`src/rtl/csa_resolve_adder_if.sv`:
```
// Operand/result handshake bundle between the Wallace tree, the carry-resolve
// stage and the posit normaliser.
interface csa_resolve_adder_if #(
    parameter int WIDTH = 16
);
    logic             in_valid;
    logic             in_ready;
    logic [WIDTH-1:0] pp0;
    logic [WIDTH-1:0] pp1;
    logic             out_valid;
    logic             out_ready;
    logic [WIDTH-1:0] out_sum;
    logic             out_zero;

    modport slave (
        input  in_valid, pp0, pp1, out_ready,
        output in_ready, out_valid, out_sum, out_zero
    );

    modport master (
        output in_valid, pp0, pp1, out_ready,
        input  in_ready, out_valid, out_sum, out_zero
    );
endinterface

```
`src/rtl/csa_resolve_adder.sv`:
```
// Multi-cycle carry-propagate adder: resolves two carry-save rows into the
// final product, SEG bits per cycle, with valid/ready on both sides.
module csa_resolve_adder #(
    parameter int WIDTH = 16,
    parameter int SEG   = 4
) (
    input  logic              clk,
    input  logic              rst,
    csa_resolve_adder_if.slave bus
);
    localparam int NSEG = WIDTH / SEG;
    localparam int SEGW = (NSEG > 1) ? $clog2(NSEG) : 1;

    if (WIDTH % SEG != 0) begin : g_bad_seg
        $error("csa_resolve_adder: WIDTH must be a multiple of SEG");
    end

    typedef enum logic [1:0] {IDLE, ADD, DONE} state_t;

    state_t           state, state_next;
    logic [WIDTH-1:0] a, b, res, res_next;
    logic [SEGW-1:0]  seg;
    logic             carry;
    logic [SEG:0]     seg_sum;
    logic             last;
    logic             accept;
    logic             in_ready;
    logic             out_valid;
    logic [WIDTH-1:0] out_sum;
    logic             out_zero;

    assign seg_sum = {1'b0, a[seg*SEG +: SEG]} + {1'b0, b[seg*SEG +: SEG]} + {{SEG{1'b0}}, carry};
    assign last    = (seg == SEGW'(NSEG - 1));

    always_comb begin
        res_next = res;
        res_next[seg*SEG +: SEG] = seg_sum[SEG-1:0];
    end

    always_ff @(posedge clk) begin
        if (rst) state <= IDLE;
        else     state <= state_next;
    end

    always_comb begin
        state_next = state;
        in_ready   = 1'b0;
        accept     = 1'b0;
        case (state)
            IDLE: begin
                in_ready = 1'b1;
                if (bus.in_valid) begin
                    accept     = 1'b1;
                    state_next = ADD;
                end
            end
            ADD: begin
                if (last) state_next = DONE;
            end
            DONE: begin
                // Result drain and next operand accept may share one edge.
                in_ready = bus.out_ready;
                if (bus.out_ready) begin
                    if (bus.in_valid) begin
                        accept     = 1'b1;
                        state_next = ADD;
                    end else begin
                        state_next = IDLE;
                    end
                end
            end
            default: state_next = IDLE;
        endcase
    end

    always_ff @(posedge clk) begin
        if (rst) begin
            a         <= '0;
            b         <= '0;
            res       <= '0;
            seg       <= '0;
            carry     <= 1'b0;
            out_valid <= 1'b0;
            out_sum   <= '0;
            out_zero  <= 1'b0;
        end else begin
            if (accept) begin
                a     <= bus.pp0;
                b     <= bus.pp1;
                res   <= '0;
                seg   <= '0;
                carry <= 1'b0;
            end
            if (state == ADD) begin
                res   <= res_next;
                carry <= seg_sum[SEG];
                seg   <= seg + 1'b1;
                // Top-segment carry is intentionally dropped (modular result).
                if (last) begin
                    out_valid <= 1'b1;
                    out_sum   <= res_next;
                    out_zero  <= (res_next == '0);
                end
            end
            if (state == DONE && bus.out_ready) out_valid <= 1'b0;
        end
    end

    assign bus.in_ready  = in_ready;
    assign bus.out_valid = out_valid;
    assign bus.out_sum   = out_sum;
    assign bus.out_zero  = out_zero;
endmodule

```
`src/flat_wrapper.sv`:
```
// flat-port wrapper written by rule: the top's interface ports become plain ports
module csa_resolve_adder_flat 
#(
    parameter int WIDTH = 16,
    parameter int SEG   = 4
)
  (clk, rst, bus_in_valid, bus_pp0, bus_pp1, bus_out_ready, bus_in_ready, bus_out_valid, bus_out_sum, bus_out_zero);
  csa_resolve_adder_if #(.WIDTH(WIDTH)) bus_i ();
  input  logic clk;
  input  logic rst;
  input wire logic [$bits(bus_i.in_valid)-1:0] bus_in_valid;
  input wire logic [$bits(bus_i.pp0)-1:0] bus_pp0;
  input wire logic [$bits(bus_i.pp1)-1:0] bus_pp1;
  input wire logic [$bits(bus_i.out_ready)-1:0] bus_out_ready;
  output wire logic [$bits(bus_i.in_ready)-1:0] bus_in_ready;
  output wire logic [$bits(bus_i.out_valid)-1:0] bus_out_valid;
  output wire logic [$bits(bus_i.out_sum)-1:0] bus_out_sum;
  output wire logic [$bits(bus_i.out_zero)-1:0] bus_out_zero;
  assign bus_i.in_valid = bus_in_valid;
  assign bus_i.pp0 = bus_pp0;
  assign bus_i.pp1 = bus_pp1;
  assign bus_i.out_ready = bus_out_ready;
  assign bus_in_ready = bus_i.in_ready;
  assign bus_out_valid = bus_i.out_valid;
  assign bus_out_sum = bus_i.out_sum;
  assign bus_out_zero = bus_i.out_zero;
  csa_resolve_adder #(.WIDTH(WIDTH), .SEG(SEG)) u_core (.clk(clk), .rst(rst), .bus(bus_i));
endmodule
```
`config.mk`:
```
export PLATFORM = sky130hd
export DESIGN_NAME = csa_resolve_adder_flat
export DESIGN_NICKNAME = d
export VERILOG_FILES = /design/src/rtl/csa_resolve_adder_if.sv /design/src/rtl/csa_resolve_adder.sv /design/src/flat_wrapper.sv
export SDC_FILE = /design/constraint.sdc
export NUM_CORES = 1
export LEC_CHECK = 0
export CORE_MARGIN = 4
export CORE_UTILIZATION = 53
export DETAILED_ROUTE_END_ITERATION = 6
export GPL_TIMING_DRIVEN = 0
export PLACE_DENSITY = 0.84
export REMOVE_ABC_BUFFERS = 1
export SLEW_MARGIN = 20
export SYNTH_ARGS = -nofsm -noshare
export SYNTH_HDL_FRONTEND = slang
export SYNTH_SLANG_ARGS = --single-unit
```
`constraint.sdc`:
```
create_clock -name clk -period 3.3 [get_ports clk]
set_input_delay 0.66 -clock clk [delete_from_list [all_inputs] [get_ports clk]]
set_output_delay 0.66 -clock clk [all_outputs]
set_load 0.05 [all_outputs]
```
After elaboration in Yosys (flattened, before gate mapping)
Index checks and enable logic that the tools add are counted.
W data, S select, Z words.
{"block": "classes", "n_addsub": 4, "n_eq_ne": 6, "n_shift": 4, "mux": 16, "n_reduce_logical": 7}
{"op": "$neg A4 Y34", "count": 1}
{"op": "$shift A4 B34 Y16 const A", "count": 1}
{"op": "$shiftx A4 B34 Y16", "count": 1}
{"op": "$mux W16", "count": 2}
{"op": "$shiftx A16 B5 Y4", "count": 2}
{"op": "$bwmux W16", "count": 1}
{"op": "$logic_not A16 Y1", "count": 1}
{"op": "$mux W2", "count": 5}
{"op": "$pmux W2 S3", "count": 1}
{"op": "$add A4 B4 Y5", "count": 1}
{"op": "$add A5 B1 Y5", "count": 1}
{"op": "$mux W1", "count": 5}
{"op": "$eq A2 B2 Y1 const B", "count": 2}
{"op": "$ne A2 B2 Y1 const B", "count": 2}
{"op": "$pmux W1 S2", "count": 2}
{"op": "$reduce_and A3 Y1", "count": 1}
{"op": "$add A2 B1 Y2 const B", "count": 1}
{"op": "$eq A2 B1 Y1 const B", "count": 1}
{"op": "$logic_not A2 Y1", "count": 1}
{"op": "$ne A2 B1 Y1 const B", "count": 1}
{"op": "$reduce_and A2 Y1", "count": 1}
{"op": "$reduce_bool A2 Y1", "count": 1}
{"op": "$reduce_or A2 Y1", "count": 1}
{"op": "$logic_and A1 B1 Y1", "count": 1}
{"block": "word_totals", "reg_bits": 71, "output_inout_bits": 19, "elab_cells": 46}

Logic depth before layout (Yosys ltp)
{"block": "depth", "depth_word": 6, "mapped_depth": 11, "depth_no_buf": 9}

Worst setup path before layout
No wires, ideal clock.
{"block": "synth_timing", "path_type": "register to register", "start": "register u_core.seg[0]", "end": "register u_core.out_zero, in the netlist u_core.bus.out_zero", "setup_ns": 0.121, "arrival_ns": 2.885, "setup_slack_ns": 0.294, "stages_incl_launch_ff": 12, "path_buffers": 2, "period_less_slack_ns": 3.006, "path_cell_list": "dfxtp_1 buf_2 buf_2 mux4_2 fa_1 inv_1 fa_1 nor2_1 a31oi_1 nor2b_1 nand4_1 o31ai_2"}
{"block": "synth_between", "elab_chain_len": 6}
{"item": "from (decl)", "line": "csa_resolve_adder.sv:22", "rtl": "logic [SEGW-1:0] seg;"}
{"item": "from (signal assigned)", "line": "csa_resolve_adder.sv:97", "rtl": "seg <= seg + 1'b1;"}
{"item": "$shiftx A16 B5 Y4", "line": "csa_resolve_adder.sv:32", "rtl": "assign seg_sum = {1'b0, a[seg*SEG +: SEG]} + {1'b0, b[seg*SEG +: SEG]} + {{SEG{1'b0}}, carry};"}
{"item": "$add A4 B4 Y5", "line": "csa_resolve_adder.sv:32"}
{"item": "$add A5 B1 Y5", "line": "csa_resolve_adder.sv:32"}
{"item": "$shiftx A4 B34 Y16", "line": "csa_resolve_adder.sv:37", "rtl": "res_next[seg*SEG +: SEG] = seg_sum[SEG-1:0];"}
{"item": "$bwmux W16", "line": "csa_resolve_adder.sv:37"}
{"item": "$logic_not A16 Y1", "line": "csa_resolve_adder.sv:102", "rtl": "out_zero <= (res_next == '0);"}
{"item": "to (signal assigned)", "line": "csa_resolve_adder.sv:102"}
{"item": "to (decl)", "line": "csa_resolve_adder.sv:30", "rtl": "logic out_zero;"}
Several ways; a longest one is shown, not always the timed one.
A chain may end at the register's enable or synchronous reset.

Final worst setup path
Ends and elaborated chain as after synthesis.

==> reports/metrics.csv <==
stage,metric,value,unit
worst_setup_path,highest-delay cell along the critical path,mux4_2,
floorplanning,I/O Pins,55,
drt,iteration-0 DRC count of the detailed router,224,
worst_setup_path,CP arrival,3.22,ns
grt,met3 GRT Util,3.31,%
placed_design,worst slack at placement,-0.211,ns
clock_tree,# hold bufs at CTS,0,
drt,average wire per cell in the routed design,13.8,um
floorplanning,Vert. Die Dim,87.2,um
grt,GRT met2 Usage,35.1,%
drt,Detail Route Antenna Nets,0,
clock_tree,number of buffers added by the clock tree synthesis step,9,
layout,Util after Layout,68.0,%
power_and_ir_drop,power per unit of standard cell area,481,mW/mm^2
sta,worst-margin pin slew,1.09,ns
floorplanning,effective utilization at floorplan,55.5,%
floorplanning,Die Width,87.2,um
synth,YS warnings,0,
sta,Slew HR,27.1,%
worst_setup_path,critical path capture point type,register,
synth,share of Yosys cell area claimed by the top area cell type,42.8,%
synth,Syn Area/Cell,8.40,um^2
grt,initial antenna violation count,0,
power_and_ir_drop,clock share of power,40.0,%
synth,#FFs+latches synth,71,
placed_design,post-detailed-placement half-perimeter wirelength,4870,um
drt,routed vias,2867,
clock_tree,CTS HTree Levels,3,
layout,ant diodes,0,
synth,most frequent cells after synthesis,"dfxtp_1, nand2_1, nor2_1",
drt,DR DRC count,0,
power_and_ir_drop,peak ir drop on the vdd network,0.373,mV
sta,number of max-slew violations in the final report,0,
placed_design,I/O Buffers,54,
sta,Hold Worst Slack,0.455,ns
clock_tree,master cell of the clock root buffer,clkbuf_8,
synth,number of different library cells in the post-synthesis netlist,43,
synth,synth top area cells,"dfxtp_1, nand2_1, a21oi_1, nor2_1, mux4_2",
grt,wire length of the first global-routing pass,12200,um
worst_setup_path,worst path bufs/invs,1,
status,result of the run,"complete, no violations",
clock_tree,"buffers from clock root to sink, at most",2,
power_and_ir_drop,PnR Total Power,1.96,mW
grt,largest net degree at the start of global routing,73,
power_and_ir_drop,switching power share of the total,25.0,%
grt,vias in the first global route,2746,
worst_setup_path,CP cell instances,mux4_2 > fa_1 > inv_1 > fa_1 > nor2_1 > a31oi_1 > nor2b_1 > nand4_1 > o31ai_2,
placed_design,RD Place Congestion,0.855,
power_and_ir_drop,static leakage,1.49,nW
drt,vias per cell,5.58,
clock_tree,number of clock sinks,71,
clock_tree,clock tree from TritonCTS,done,
sta,highest clock frequency the design can meet,336,MHz
synth,number of flops mapped to enable cells by yosys,0,
sta,final count of hold timing violations,0,
layout,Final #Nets,481,
clock_tree,number of buffers inserted to repair setup after CTS,0,
synth,share of synthesized area occupied by flip-flops and latches,42.8,%
layout,final cell count without fillers,514,
sta,post-layout minimum cycle time,2.98,ns
synth,dominant cell type by area after synthesis,dfxtp_1,
clock_tree,Skew-Pair Late Insertion Delay,0.35,ns
power_and_ir_drop,NetSw,0.490,mW
worst_setup_path,crit-path most repeated cell,fa_1,
power_and_ir_drop,share of power burned in combinational logic,13.4,%
clock_tree,Worst-path clk slew,0.07,ns
floorplanning,die area,0.00760,mm^2
grt,Total Routing Usage GR,20.2,%
worst_hold_path,worst hold-check path type,register to register,
drt,final wirelength,7120,um
sta,final setup vio count,0,
worst_setup_path,largest incremental delay on the critical path,0.59,ns
placed_design,number of instances in the placed design,498,
worst_setup_path,crit start category,register,
power_and_ir_drop,relative contribution of sequential cells to total power,46.6,%
synth,most used flip-flop cell after synthesis,dfxtp_1,
worst_setup_path,largest fanout on the critical path,25,
worst_setup_path,cell family with most CP delay,adder cells,
synth,fraction of synthesis flops using an asynchronous set or reset pin,0,%
grt,residual overflow from global routing,0,
floorplanning,Placeable Area,0.00599,mm^2
floorplanning,std cell rows,28,
run,max-cap check violation count,0,
grt,met1 capacity usage during global routing,24.2,%
drt,Pre-antenna DRT Iters,5,
sta,worst clock skew,0.00463,ns
synth,number of instances in the synthesized netlist,396,
grt,busiest layer in global routing,met2,
layout,synthesis-to-finish area growth,22.5,%
sta,setup repair after global routing missed its margin,no,
sta,final worst-path cycle share,90.2,%
sta,final setup slack of the worst path,0.324,ns
layout,layout cells sized above 1,9.11,%
power_and_ir_drop,internal portion of total power,1.47,mW
worst_setup_path,"Req. time, crit path",3.55,ns
synth,mapped cell area,0.00332,mm^2
worst_setup_path,critical path start-end classification,register to register,
## kinds of logic (layout without fill, tap and decap cells)
logic type | Yosys count | after routing | share of synthesized area [%]
xor gates and xnor gates | 2 | 2 | 0.527
and+or+nand+nor | 171 | 171 | 24.2
buffers and inverters | 38 | 81 | 5.34
muxes | 9 | 9 | 5.72
AOI/OAI and AO/OA | 94 | 94 | 16.9
adders and majority gates | 11 | 11 | 4.59
DFF | 71 | 71 | 42.8
## path summary, 6_finish.rpt
| kind | startpoint | cells after the start | slack (ns) | end |
|---|---|---|---|---|
| setup / recovery | u_core.seg[0]$_SDFFE_PP0P_ | 9 | 0.32 | u_core.bus.out_zero$_SDFFE_PP0P_ |
| hold / removal | u_core.a[4]$_SDFFE_PP0P_ | 2 | 0.45 | u_core.a[4]$_SDFFE_PP0P_ |
| setup reg to reg | u_core.seg[0]$_SDFFE_PP0P_ | 9 | 0.32 | u_core.bus.out_zero$_SDFFE_PP0P_ |
| hold reg to reg | u_core.a[4]$_SDFFE_PP0P_ | 2 | 0.45 | u_core.a[4]$_SDFFE_PP0P_ |
## flip-flops by register name (all words and copies together), names as in the netlist
register              flops
u_core.carry              1
u_core.a                 16
u_core.bus.out_zero       1
u_core.bus.out_valid      1
u_core.b                 16
u_core.seg                2
u_core.res               16
u_core.state              2
u_core.bus.out_sum       16
## power groups by stage
stage / registers, mW / clock network [mW] / logic [mW]
2_1_floorplan: 0.927 / 0 / 0.158
3_3_place_gp: 0.930 / 0 / 0.253
3_5_place_dp: 0.933 / 0 / 0.261
4_1_cts: 0.914 / 0.797 / 0.262
5_1_grt: 0.918 / 0.829 / 0.292
6_report: 0.913 / 0.783 / 0.263
## metal layers
layer  vias to the layer above  wire, um
met5                         -         0
met4                         0       168
met3                        19       468
met2                       109      3440
met1                      1296      3030
li1                       1443         -
## placed cells by master, fill, tap and decap left out, types with 3 or more instances in the layout
master	n
nand3_1	7
o21ai_0	5
nor3_1	8
nor2_1	52
clkdlybuf4s50_1	53
nand2_1	70
nand3b_1	3
and2b_2	4
dfxtp_1	70
nor2b_1	12
inv_1	10
a31oi_1	14
a211oi_1	12
mux4_2	8
clkbuf_8	11
ha_1	9
a21oi_1	50
## final cells by class
class	count	area, um^2
Timing Repair Buffer	55	549
Clock buffer	11	151
Fill cell	506	1920
Sequential cell	71	1430
Inverter	10	37.5
Tap cell	75	93.8
Multi-Input combinational cell	287	1730
Clock inverter	5	80.1
## through the flow
| step | cell area (um^2) | TNS (ns) |
|---|---|---|
| after detailed placement | 3840 | -1.06 |
| final | 4070 | 0 |
| after CTS | 4070 | 0 |
| after global routing | 4070 | 0 |
| after global placement | 3820 | -1.64 |
| after floorplan | 3180 | 0 |
## worst register-to-register path: stages (launching register included)
cell	delay, ns
dfxtp_4	0.56
mux4_2	0.60
fa_1	0.42
inv_1	0.08
fa_1	0.44
nor2_1	0.24
a31oi_1	0.19
nor2b_1	0.18
nand4_1	0.09
o31ai_2	0.07
## what timing repair did
action,in CTS,in global routing
endpoints found under the hold margin,0,0
endpoints found under the setup margin,12,2
gates resized for setup,1,1
(Power assumes the default switching activity.)
